$ cat config.mk
export PLATFORM = sky130hd
export DESIGN_NAME = rs_alu_issue
export DESIGN_NICKNAME = d
export VERILOG_FILES = /design/src/rtl/rs_alu_issue_pkg.sv /design/src/rtl/rs_age_select.sv /design/src/rtl/rs_alu_issue.sv
export SDC_FILE = /design/constraint.sdc
export NUM_CORES = 1
export LEC_CHECK = 0
export CELL_PAD_IN_SITES_DETAIL_PLACEMENT = 1
export CELL_PAD_IN_SITES_GLOBAL_PLACEMENT = 2
export CORE_MARGIN = 8
export CORE_UTILIZATION = 42
export CTS_BUF_LIST = sky130_fd_sc_hd__clkbuf_2
export DETAILED_ROUTE_END_ITERATION = 10
export PLACE_DENSITY_LB_ADDON = 0.12
export SETUP_SLACK_MARGIN = 0.05
export SLEW_MARGIN = 20
export SYNTH_ARGS = -nofsm -noshare
export SYNTH_HDL_FRONTEND = slang
export SYNTH_HIERARCHICAL = 1
export SYNTH_SLANG_ARGS = --single-unit
$ cat constraint.sdc
create_clock -name clk -period 42.7 [get_ports clk]
set_clock_uncertainty 0.05 [all_clocks]
set_input_delay 4.27 -clock clk [delete_from_list [all_inputs] [get_ports clk]]
set_output_delay 4.27 -clock clk [all_outputs]
set_load 0.01 [all_outputs]
$ cat src/rtl/rs_alu_issue_pkg.sv
`default_nettype none
// ============================================================================
// Module      : rs_alu_issue_pkg
// Description : Shared types and ROB-tag helpers for the ALU reservation
//               station: rs_data payload, sizing constants, and the age and
//               flush-window functions also used by the functional units.
// Revision    : 1.0 - initial release
// ============================================================================
package rs_alu_issue_pkg;

  localparam int RS_DEPTH  = 8;
  localparam int ROB_DEPTH = 16;
  localparam int TAG_W     = 5;
  localparam int PREG_W    = 7;

  // Dispatched ALU op as held in the reservation station
  typedef struct packed {
    logic [PREG_W-1:0] pd;
    logic [PREG_W-1:0] ps1;
    logic [PREG_W-1:0] ps2;
    logic              ps1_ready;
    logic              ps2_ready;
    logic [TAG_W-1:0]  rob_index;
    logic [6:0]        Opcode;
    logic [2:0]        func3;
    logic [6:0]        func7;
    logic [31:0]       imm;
  } rs_data;

  // Distance of a tag from the ROB head, modulo ROB_DEPTH (0 = oldest)
  function automatic logic [TAG_W-1:0] rob_age(input logic [TAG_W-1:0] tag,
                                               input logic [TAG_W-1:0] head);
    logic [TAG_W:0] sum;
    sum = {1'b0, tag} + (TAG_W+1)'(ROB_DEPTH) - {1'b0, head};
    if (sum >= (TAG_W+1)'(ROB_DEPTH)) begin
      sum = sum - (TAG_W+1)'(ROB_DEPTH);
    end
    return sum[TAG_W-1:0];
  endfunction

  // True when tag lies strictly between lo_excl and hi_excl going forward
  // around the ROB; lo_excl+1 == hi_excl gives an empty window.
  function automatic logic rob_in_window(input logic [TAG_W-1:0] tag,
                                         input logic [TAG_W-1:0] lo_excl,
                                         input logic [TAG_W-1:0] hi_excl);
    logic [TAG_W-1:0] a;
    logic [TAG_W-1:0] h;
    a = rob_age(tag, lo_excl);
    h = rob_age(hi_excl, lo_excl);
    return (a != '0) && (a < h);
  endfunction

endpackage
`default_nettype wire

$ cat src/rtl/rs_age_select.sv
`default_nettype none
// ============================================================================
// Module      : rs_age_select
// Description : Picks the requesting entry with the smallest ROB age and
//               returns it as a one-hot grant. Purely combinational.
// Revision    : 1.0 - initial release
// ============================================================================
module rs_age_select
  import rs_alu_issue_pkg::*;
#(
  parameter int DEPTH = 8
) (
  input  logic [DEPTH-1:0]            i_req,
  input  logic [DEPTH-1:0][TAG_W-1:0] i_age,
  output logic [DEPTH-1:0]            o_grant,
  output logic                        o_valid
);

  localparam int IDX_W = (DEPTH > 1) ? $clog2(DEPTH) : 1;

  logic             w_found;
  logic [TAG_W-1:0] w_best_age;
  logic [IDX_W-1:0] w_best_idx;

  // Linear min-search over requesters; unique tags mean no tie-break needed
  always_comb begin
    w_found    = 1'b0;
    w_best_age = '0;
    w_best_idx = '0;
    o_grant    = '0;
    for (int i = 0; i < DEPTH; i++) begin
      if (i_req[i] && (!w_found || (i_age[i] < w_best_age))) begin
        w_found    = 1'b1;
        w_best_age = i_age[i];
        w_best_idx = IDX_W'(i);
      end
    end
    if (w_found) begin
      o_grant[w_best_idx] = 1'b1;
    end
    o_valid = w_found;
  end

endmodule
`default_nettype wire

$ cat src/rtl/rs_alu_issue.sv
`default_nettype none
// ============================================================================
// Module      : rs_alu_issue
// Description : ALU reservation station. Buffers dispatched ops, tracks
//               operand readiness from writeback wakeups, issues the oldest
//               ready op through a one-cycle issue register, and squashes
//               wrong-path entries on mispredict.
// Revision    : 1.0 - initial release
// ============================================================================
module rs_alu_issue
  import rs_alu_issue_pkg::*;
#(
  parameter int DEPTH         = RS_DEPTH,
  parameter bit DISP_CHECK_EN = 1'b1
) (
  input  logic                   clk,
  input  logic                   reset,
  input  logic                   i_disp_valid,
  input  rs_data                 i_disp_data,
  output logic                   o_rs_ready,
  input  logic [1:0]             i_wk_valid,
  input  logic [1:0][PREG_W-1:0] i_wk_preg,
  input  logic                   i_fu_ready,
  output logic                   o_issued,
  output rs_data                 o_data_out,
  input  logic [TAG_W-1:0]       i_rob_head,
  input  logic [TAG_W-1:0]       i_curr_rob_tag,
  input  logic                   i_mispredict,
  input  logic [TAG_W-1:0]       i_mispredict_tag
);

  localparam int IDX_W = (DEPTH > 1) ? $clog2(DEPTH) : 1;
  localparam int CNT_W = $clog2(DEPTH + 1);

  rs_data             r_ent [DEPTH];
  logic [DEPTH-1:0]   r_valid;
  logic [CNT_W-1:0]   r_count;
  logic               r_rs_ready;
  logic               r_issued;
  rs_data             r_data_out;

  logic [DEPTH-1:0]            w_req;
  logic [DEPTH-1:0][TAG_W-1:0] w_age;
  logic [DEPTH-1:0]            w_grant;
  logic                        w_sel_valid;
  rs_data                      w_sel_data;
  logic [DEPTH-1:0]            w_flush;
  logic [DEPTH-1:0]            w_wk1;
  logic [DEPTH-1:0]            w_wk2;
  logic [IDX_W-1:0]            w_free_idx;
  logic                        w_has_free;
  logic                        w_disp_fire;
  rs_data                      w_disp_ent;
  logic [CNT_W-1:0]            w_flush_cnt;
  logic [CNT_W-1:0]            w_count_next;

  // Any wakeup port producing this physical register this cycle
  function automatic logic wk_hit(input logic [PREG_W-1:0]      ps,
                                  input logic [1:0]             v,
                                  input logic [1:0][PREG_W-1:0] p);
    return (v[0] && (p[0] == ps)) || (v[1] && (p[1] == ps));
  endfunction

  // Per-entry age, wakeup match, flush membership and select request
  for (genvar g = 0; g < DEPTH; g++) begin : g_entry
    assign w_age[g]   = rob_age(r_ent[g].rob_index, i_rob_head);
    assign w_wk1[g]   = wk_hit(r_ent[g].ps1, i_wk_valid, i_wk_preg);
    assign w_wk2[g]   = wk_hit(r_ent[g].ps2, i_wk_valid, i_wk_preg);
    assign w_flush[g] = i_mispredict & r_valid[g] &
                        rob_in_window(r_ent[g].rob_index, i_mispredict_tag, i_curr_rob_tag);
    assign w_req[g]   = r_valid[g] & r_ent[g].ps1_ready & r_ent[g].ps2_ready &
                        i_fu_ready & ~i_mispredict;
  end

  rs_age_select #(
    .DEPTH (DEPTH)
  ) u_select (
    .i_req   (w_req),
    .i_age   (w_age),
    .o_grant (w_grant),
    .o_valid (w_sel_valid)
  );

  // One-hot mux of the granted entry
  always_comb begin
    w_sel_data = '0;
    for (int i = 0; i < DEPTH; i++) begin
      if (w_grant[i]) begin
        w_sel_data = r_ent[i];
      end
    end
  end

  // Lowest free slot; scanning downward leaves the lowest index last
  always_comb begin
    w_free_idx = '0;
    w_has_free = 1'b0;
    for (int i = DEPTH - 1; i >= 0; i--) begin
      if (!r_valid[i]) begin
        w_free_idx = IDX_W'(i);
        w_has_free = 1'b1;
      end
    end
  end

  // Dispatch accept and operand readiness at write (preg 0 and same-cycle wakeups)
  always_comb begin
    w_disp_fire          = i_disp_valid & r_rs_ready & ~i_mispredict & w_has_free;
    w_disp_ent           = i_disp_data;
    w_disp_ent.ps1_ready = i_disp_data.ps1_ready | (i_disp_data.ps1 == '0) |
                           wk_hit(i_disp_data.ps1, i_wk_valid, i_wk_preg);
    w_disp_ent.ps2_ready = i_disp_data.ps2_ready | (i_disp_data.ps2 == '0) |
                           wk_hit(i_disp_data.ps2, i_wk_valid, i_wk_preg);
  end

  // Occupancy bookkeeping: in a flush cycle there is no dispatch and no select
  always_comb begin
    w_flush_cnt = '0;
    for (int i = 0; i < DEPTH; i++) begin
      w_flush_cnt = w_flush_cnt + CNT_W'(w_flush[i]);
    end
    w_count_next = r_count + CNT_W'(w_disp_fire) - CNT_W'(w_sel_valid) - w_flush_cnt;
  end

  // Entry valid bits: squash and issue free a slot, dispatch claims one
  always_ff @(posedge clk) begin
    if (reset) begin
      r_valid <= '0;
    end else begin
      for (int i = 0; i < DEPTH; i++) begin
        if (w_flush[i] || w_grant[i]) begin
          r_valid[i] <= 1'b0;
        end
      end
      if (w_disp_fire) begin
        r_valid[w_free_idx] <= 1'b1;
      end
    end
  end

  // Entry payload: wakeups set ready bits on live entries, dispatch writes the free slot
  always_ff @(posedge clk) begin
    for (int i = 0; i < DEPTH; i++) begin
      if (r_valid[i] && !w_flush[i]) begin
        if (w_wk1[i]) begin
          r_ent[i].ps1_ready <= 1'b1;
        end
        if (w_wk2[i]) begin
          r_ent[i].ps2_ready <= 1'b1;
        end
      end
    end
    if (w_disp_fire) begin
      r_ent[w_free_idx] <= w_disp_ent;
    end
  end

  // Issue register: one-cycle pulse per selected op; a squashed op is wiped
  always_ff @(posedge clk) begin
    if (reset) begin
      r_issued   <= 1'b0;
      r_data_out <= '0;
    end else if (i_mispredict) begin
      r_issued <= 1'b0;
      if (rob_in_window(r_data_out.rob_index, i_mispredict_tag, i_curr_rob_tag)) begin
        r_data_out <= '0;
      end
    end else if (w_sel_valid) begin
      r_issued   <= 1'b1;
      r_data_out <= w_sel_data;
    end else begin
      r_issued <= 1'b0;
    end
  end

  // Occupancy count and registered space-available flag
  always_ff @(posedge clk) begin
    if (reset) begin
      r_count    <= '0;
      r_rs_ready <= 1'b1;
    end else begin
      r_count    <= w_count_next;
      r_rs_ready <= (w_count_next < CNT_W'(DEPTH));
    end
  end

  // Dispatcher must never present an op while the station is full
  always_ff @(posedge clk) begin
    if (!reset && DISP_CHECK_EN) begin
      assert (!(i_disp_valid && !r_rs_ready));
    end
  end

  assign o_rs_ready = r_rs_ready;
  assign o_issued   = r_issued;
  assign o_data_out = r_data_out;

endmodule
`default_nettype wire

After elaboration in Yosys (flattened, before gate mapping) --
Memory sizes are Yosys's and may differ from the RTL's. Cells that the tools add are included.
Word-level totals: register bits 91, output and inout bits 79, RAM bits 616, memories 1, latch bits 0, ROM bits 0
Cells by class: multipliers 0, equal/unequal tests 37, bitwise operators 57, $lt $le $gt $ge 39, add/subtract/negate cells 56, reduce and logical (&&, ||, !) cells 124, div/mod/pow operators 0, shifts and indexed selects 0, muxes and demuxes 144
Memory list:
- r_ent | depth 8, width 77, rd ports 8, clocked after memory_dff 0, wr ports 9, RTL line rs_alu_issue.sv:35 | rs_data r_ent [DEPTH];
Operators by type and width (count):
- two-way mux 77 bit | 11
- equality test 7 bit | 36
- two-way mux 5 bit | 29
- >= comparator 6 x 5 -> 1 bit, second input constant | 18
- subtractor 6 x 5 -> 6 bit | 18
- subtractor 5 bit, second input constant | 18
- two-way mux 1 bit | 86
- < comparator 5 bit | 16
- logical AND 1 bit | 62
- adder 5 x 5 -> 6 bit, second input constant | 10
- AND 1 bit | 51
- nonzero test 5 bit | 9
- two-way mux 3 bit | 12
- logical OR 1 bit | 33
- adder 4 x 1 -> 4 bit | 5
- two-way mux 8 bit | 2
- logical NOT 1 bit | 15
- logical NOT 7 bit | 2
- < comparator 3 x 4 -> 1 bit, second input constant | 2
- bitwise OR 8 bit | 1
- demux 1 bit (select 3 bit) | 2
- >= comparator 3 x 1 -> 1 bit, second input constant | 2
- adder 3 x 1 -> 4 bit | 1
- < comparator 4 bit, second input constant | 1
- 11 further kinds | 15

Depth between registers and ports, before layout --
An unclocked memory read counts as a cell.
depth in word-level cells 49, depth in mapped cells 71, depth with buffers taken out 66

Hierarchy --
The synthesis kept the hierarchy.
Modules (own cells, without submodules):
- rs_alu_issue | seq. area each 20159.3 µm², times used 1, area an instance 34773.4 µm², cells each 2835
- rs_age_select | seq. area each 0.0 µm², times used 1, area an instance 1500.2 µm², cells each 202

Worst setup path after synthesis --
Ideal clock, no wire load.
path kind input to register, start in i_rob_head[0], end reg r_data_out, in the netlist o_data_out[15], arrival 16.837 ns, buffers on the path 6, setup time 0.117 ns, stages on the path 64, path slack 25.695 ns, required time 42.533 ns, cell sequence ha_1 fa_1 nand2b_1 a21boi_0 o21ai_0 nor2b_1 o211ai_1 nand2_1 ha_1 a21oi_2 o211ai_1 o22ai_1 a32o_1 inv_1 ha_1 nand4_1 or2_1 o31ai_4 [28 not listed] a21oi_1 buf_2 a21o_1 ha_1 a21oi_1 o21ai_0 nor3_1 o2111ai_1 a21boi_0 a31o_2 nor4_1 clkbuf_1 clkbuf_1 clkbuf_1 a21oi_1 a221oi_1 o21ai_0 a32o_1
RTL lines:
- from (decl) | RTL line rs_alu_issue.sv:26 | input logic [TAG_W-1:0] i_rob_head,
- to (signal assigned) | RTL line rs_alu_issue.sv:170 | r_data_out <= w_sel_data;
- to (decl) | RTL line rs_alu_issue.sv:40 | rs_data r_data_out;

==> run summary <==
status - completed
1st-pass router iterations - 5
post-synthesis cell count - 3037
Yosys warning total - 6
Avg WL per Cell - 26.9 um
CP Launch Type - input pin
final wirelength - 123000 um
Max Slew Vio Count - 0
fmax - 0.0502 GHz
switching part of the total - 0.280
H-tree Lvls - 4
Via-to-Cell Ratio - 5.92
synth unique cells - 86
commonest non-fill, non-tap cells in the layout - edfxtp_1 (600), clkbuf_2 (295), inv_1 (206)
critical path arrival - 21.09 ns
DRC - 0
Fillers - 9143
clock power share - 0.341
power after layout - 1410 uW
Net Switching - 396 uW
register share of total power - 0.547
Post-CTS Resized - 0
worst-case clock buffer depth - 3
initial antenna violation count - 11
Async SR Flop Fraction - 0
commonest non-fill, non-tap cell in the layout - edfxtp_1
Critical Path RT - 43.85 ns
slew of the pin with the lowest slew margin - 1.14 ns
Slowest Stage Delay on Critical Path - 0.76 ns
Initial Util - 0.425
RSZ-0062 raised after global routing - no
Final Hold Viols - 0
1st-iter DRT viols - 1823
IO Port Bufs - 191
Tmin final - 19.94 ns
final setup fails - 0
Top FF cell, synth - edfxtp_1
largest net degree at the start of global routing - 77
Hold WC Path Type - reg2reg
grt ovf - 0
Syn Area/Cell - 11.9 um2
CTS buffer count - 183
Setup Buffers After CTS - 0
Max FO, Critical Path - 56
GPL Wtd Cong - 0.867
IO Pins - 192
Final #Nets - 3587
final instance area - 41100 um2
net count after synthesis - 3345
Vias - 27092
DP Area - 39400 um2
post-synthesis sequential area ratio - 0.556
Pleak - 0.0144 uW
Die Ht - 310 um
crit path capture type - flip-flop
#FFs+latches synth - 707
Setup CP Type - in2reg
Final HPWL DP - 78000 um
synthesized area - 36300 um2
clock sinks - 707
clk root buf - clkbuf_2
PwrDens - 34.4 nW/um2
Pint - 1020 uW
number of global-route vias before repair - 29573
CP dominant cell by count - ha_1
MaxCap Viol Count - 0
Reg clk slew, reported paths - 0.09 ns
combinational fraction of design power - 0.113
Post-CTS Hold Buffers - 0
Post-synth EDFFs - 600
total negative slack - 0 ns
Core Box Area - 85400 um2
Final ANT Viol Nets - 0
die width - 310 um
Syn-to-layout area delta - 13.4%
Worst path slowest cell - buf_4
Period Utilization, post-route - 0.467
Peak supply drop - 0.0261 mV
die area - 96000 um2
first-pass GRT wire length - 185000 um
row count - 107
gr usage total - 0.255
Slew headroom - 0.240
CTS tree - done
clk_lat worst skew - 1.39 ns
layout cells sized above 1 - 0.123
worst max-delay path: cells and delay by family:
kind	cells	cell delay, ns
buffers and inverters	7	2.92
AND/OR/NAND/NOR	12	2.09
multiplexers	3	1.00
adder cells (fa/ha/maj)	9	2.81
AO/OA/AOI/OAI	33	7.89
path summary, 6_finish.rpt:
kind                            slack (ns)            from  depth (start not counted)              to
worst min register to register        0.42  o_data_out[75]                          1  o_data_out[75]
worst max register to register       26.04    r_ent[0][49]                         64   o_data_out[1]
worst min-delay path                  0.42  o_data_out[75]                          1  o_data_out[75]
worst max-delay path                 22.76   i_rob_head[0]                         64   o_data_out[1]
area by class of cell:
| class | instances | area (um2) | share of cell area |
|---|---|---|---|
| Timing Repair Buffer | 244 | 2330 | 0.0566 |
| Inverter | 211 | 796 | 0.0193 |
| Clock buffer | 295 | 1480 | 0.0359 |
| Clock inverter | 40 | 230 | 0.00560 |
| Sequential cell | 707 | 20200 | 0.490 |
| Multi-Input combinational cell | 1932 | 14700 | 0.357 |
| Tap cell | 1144 | 1430 | 0.0348 |
| Antenna cell | 7 | 17.5 | 0.000426 |
synthesized netlist by cell type, types with 11 or more instances:
library cell | instances | area share
edfxtp_1 | 600 | 0.50
inv_1 | 209 | 0.022
o21ai_0 | 205 | 0.028
ha_1 | 171 | 0.059
xnor2_1 | 164 | 0.040
a21oi_1 | 155 | 0.021
clkbuf_1 | 153 | 0.016
nor2_1 | 144 | 0.015
a221oi_1 | 131 | 0.032
xor2_1 | 128 | 0.031
dfxtp_1 | 107 | 0.059
nand2_1 | 103 | 0.011
nand2b_1 | 63 | 0.011
a221o_1 | 59 | 0.016
nand4_1 | 51 | 0.0088
nand3b_1 | 39 | 0.0081
o21a_1 | 38 | 0.0079
a32o_1 | 36 | 0.0099
nor2b_1 | 34 | 0.0059
nor4_1 | 27 | 0.0047
a211oi_1 | 26 | 0.0054
o41ai_1 | 26 | 0.0063
fa_1 | 24 | 0.013
nand3_1 | 23 | 0.0032
a21o_1 | 21 | 0.0043
mux2i_1 | 21 | 0.0058
nor3_1 | 21 | 0.0029
o211ai_1 | 19 | 0.0039
buf_1 | 18 | 0.0019
a41oi_1 | 15 | 0.0036
o31ai_1 | 15 | 0.0031
o2bb2ai_1 | 14 | 0.0034
o211a_1 | 12 | 0.0033
a2111oi_0 | 11 | 0.0027
per-layer routing:
layer  up-vias  GRT usage  part of all wire
met4         8     0.0915             0.029
met2       801      0.422              0.48
met5         -          0           0.00041
met1     13886      0.330              0.43
li1      12147          -                 -
met3       250     0.0534             0.061
power groups by stage:
stage | logic [uW] | registers, uW | clock network [uW]
after global placement | 152 | 788 | 0
after CTS | 160 | 773 | 499
after detailed placement | 160 | 788 | 0
final | 159 | 773 | 482
after global routing | 176 | 774 | 527
after floorplan | 97.8 | 786 | 0
through the flow:
| stage | setup slack [ns] | std cells | hold WS (ns) | util |
|---|---|---|---|---|
| global route | 21.36 | 4575 | 0.447 | 0.481 |
| finish | 22.76 | 4580 | 0.421 | 0.482 |
| detailed placement | 21.30 | 4237 | 0.404 | 0.461 |
| floorplan | 25.70 | 3037 | 0.411 | - |
| CTS | 22.81 | 4572 | 0.426 | 0.481 |
| global placement | 21.80 | 4235 | 0.407 | 0.461 |
flip-flops by register name, indices dropped and copies added (netlist names):
signal and cells:
r_valid 8, r_count 4, o_issued 1, o_data_out 77, o_rs_ready 1, r_ent 616
cells by family (layout without fill, tap and decap cells):
family | Yosys count | count (layout) | share of synthesized area
xor+xnor | 292 | 292 | 0.0705
mux | 28 | 28 | 0.00797
compound gates | 856 | 856 | 0.169
simple gates | 561 | 561 | 0.0814
other cells | 0 | 7 | 0
buf+inv | 398 | 790 | 0.0429
fa+ha+maj | 195 | 195 | 0.0722
flops | 707 | 707 | 0.556
Note: power is estimated with default switching activity, not from simulation.
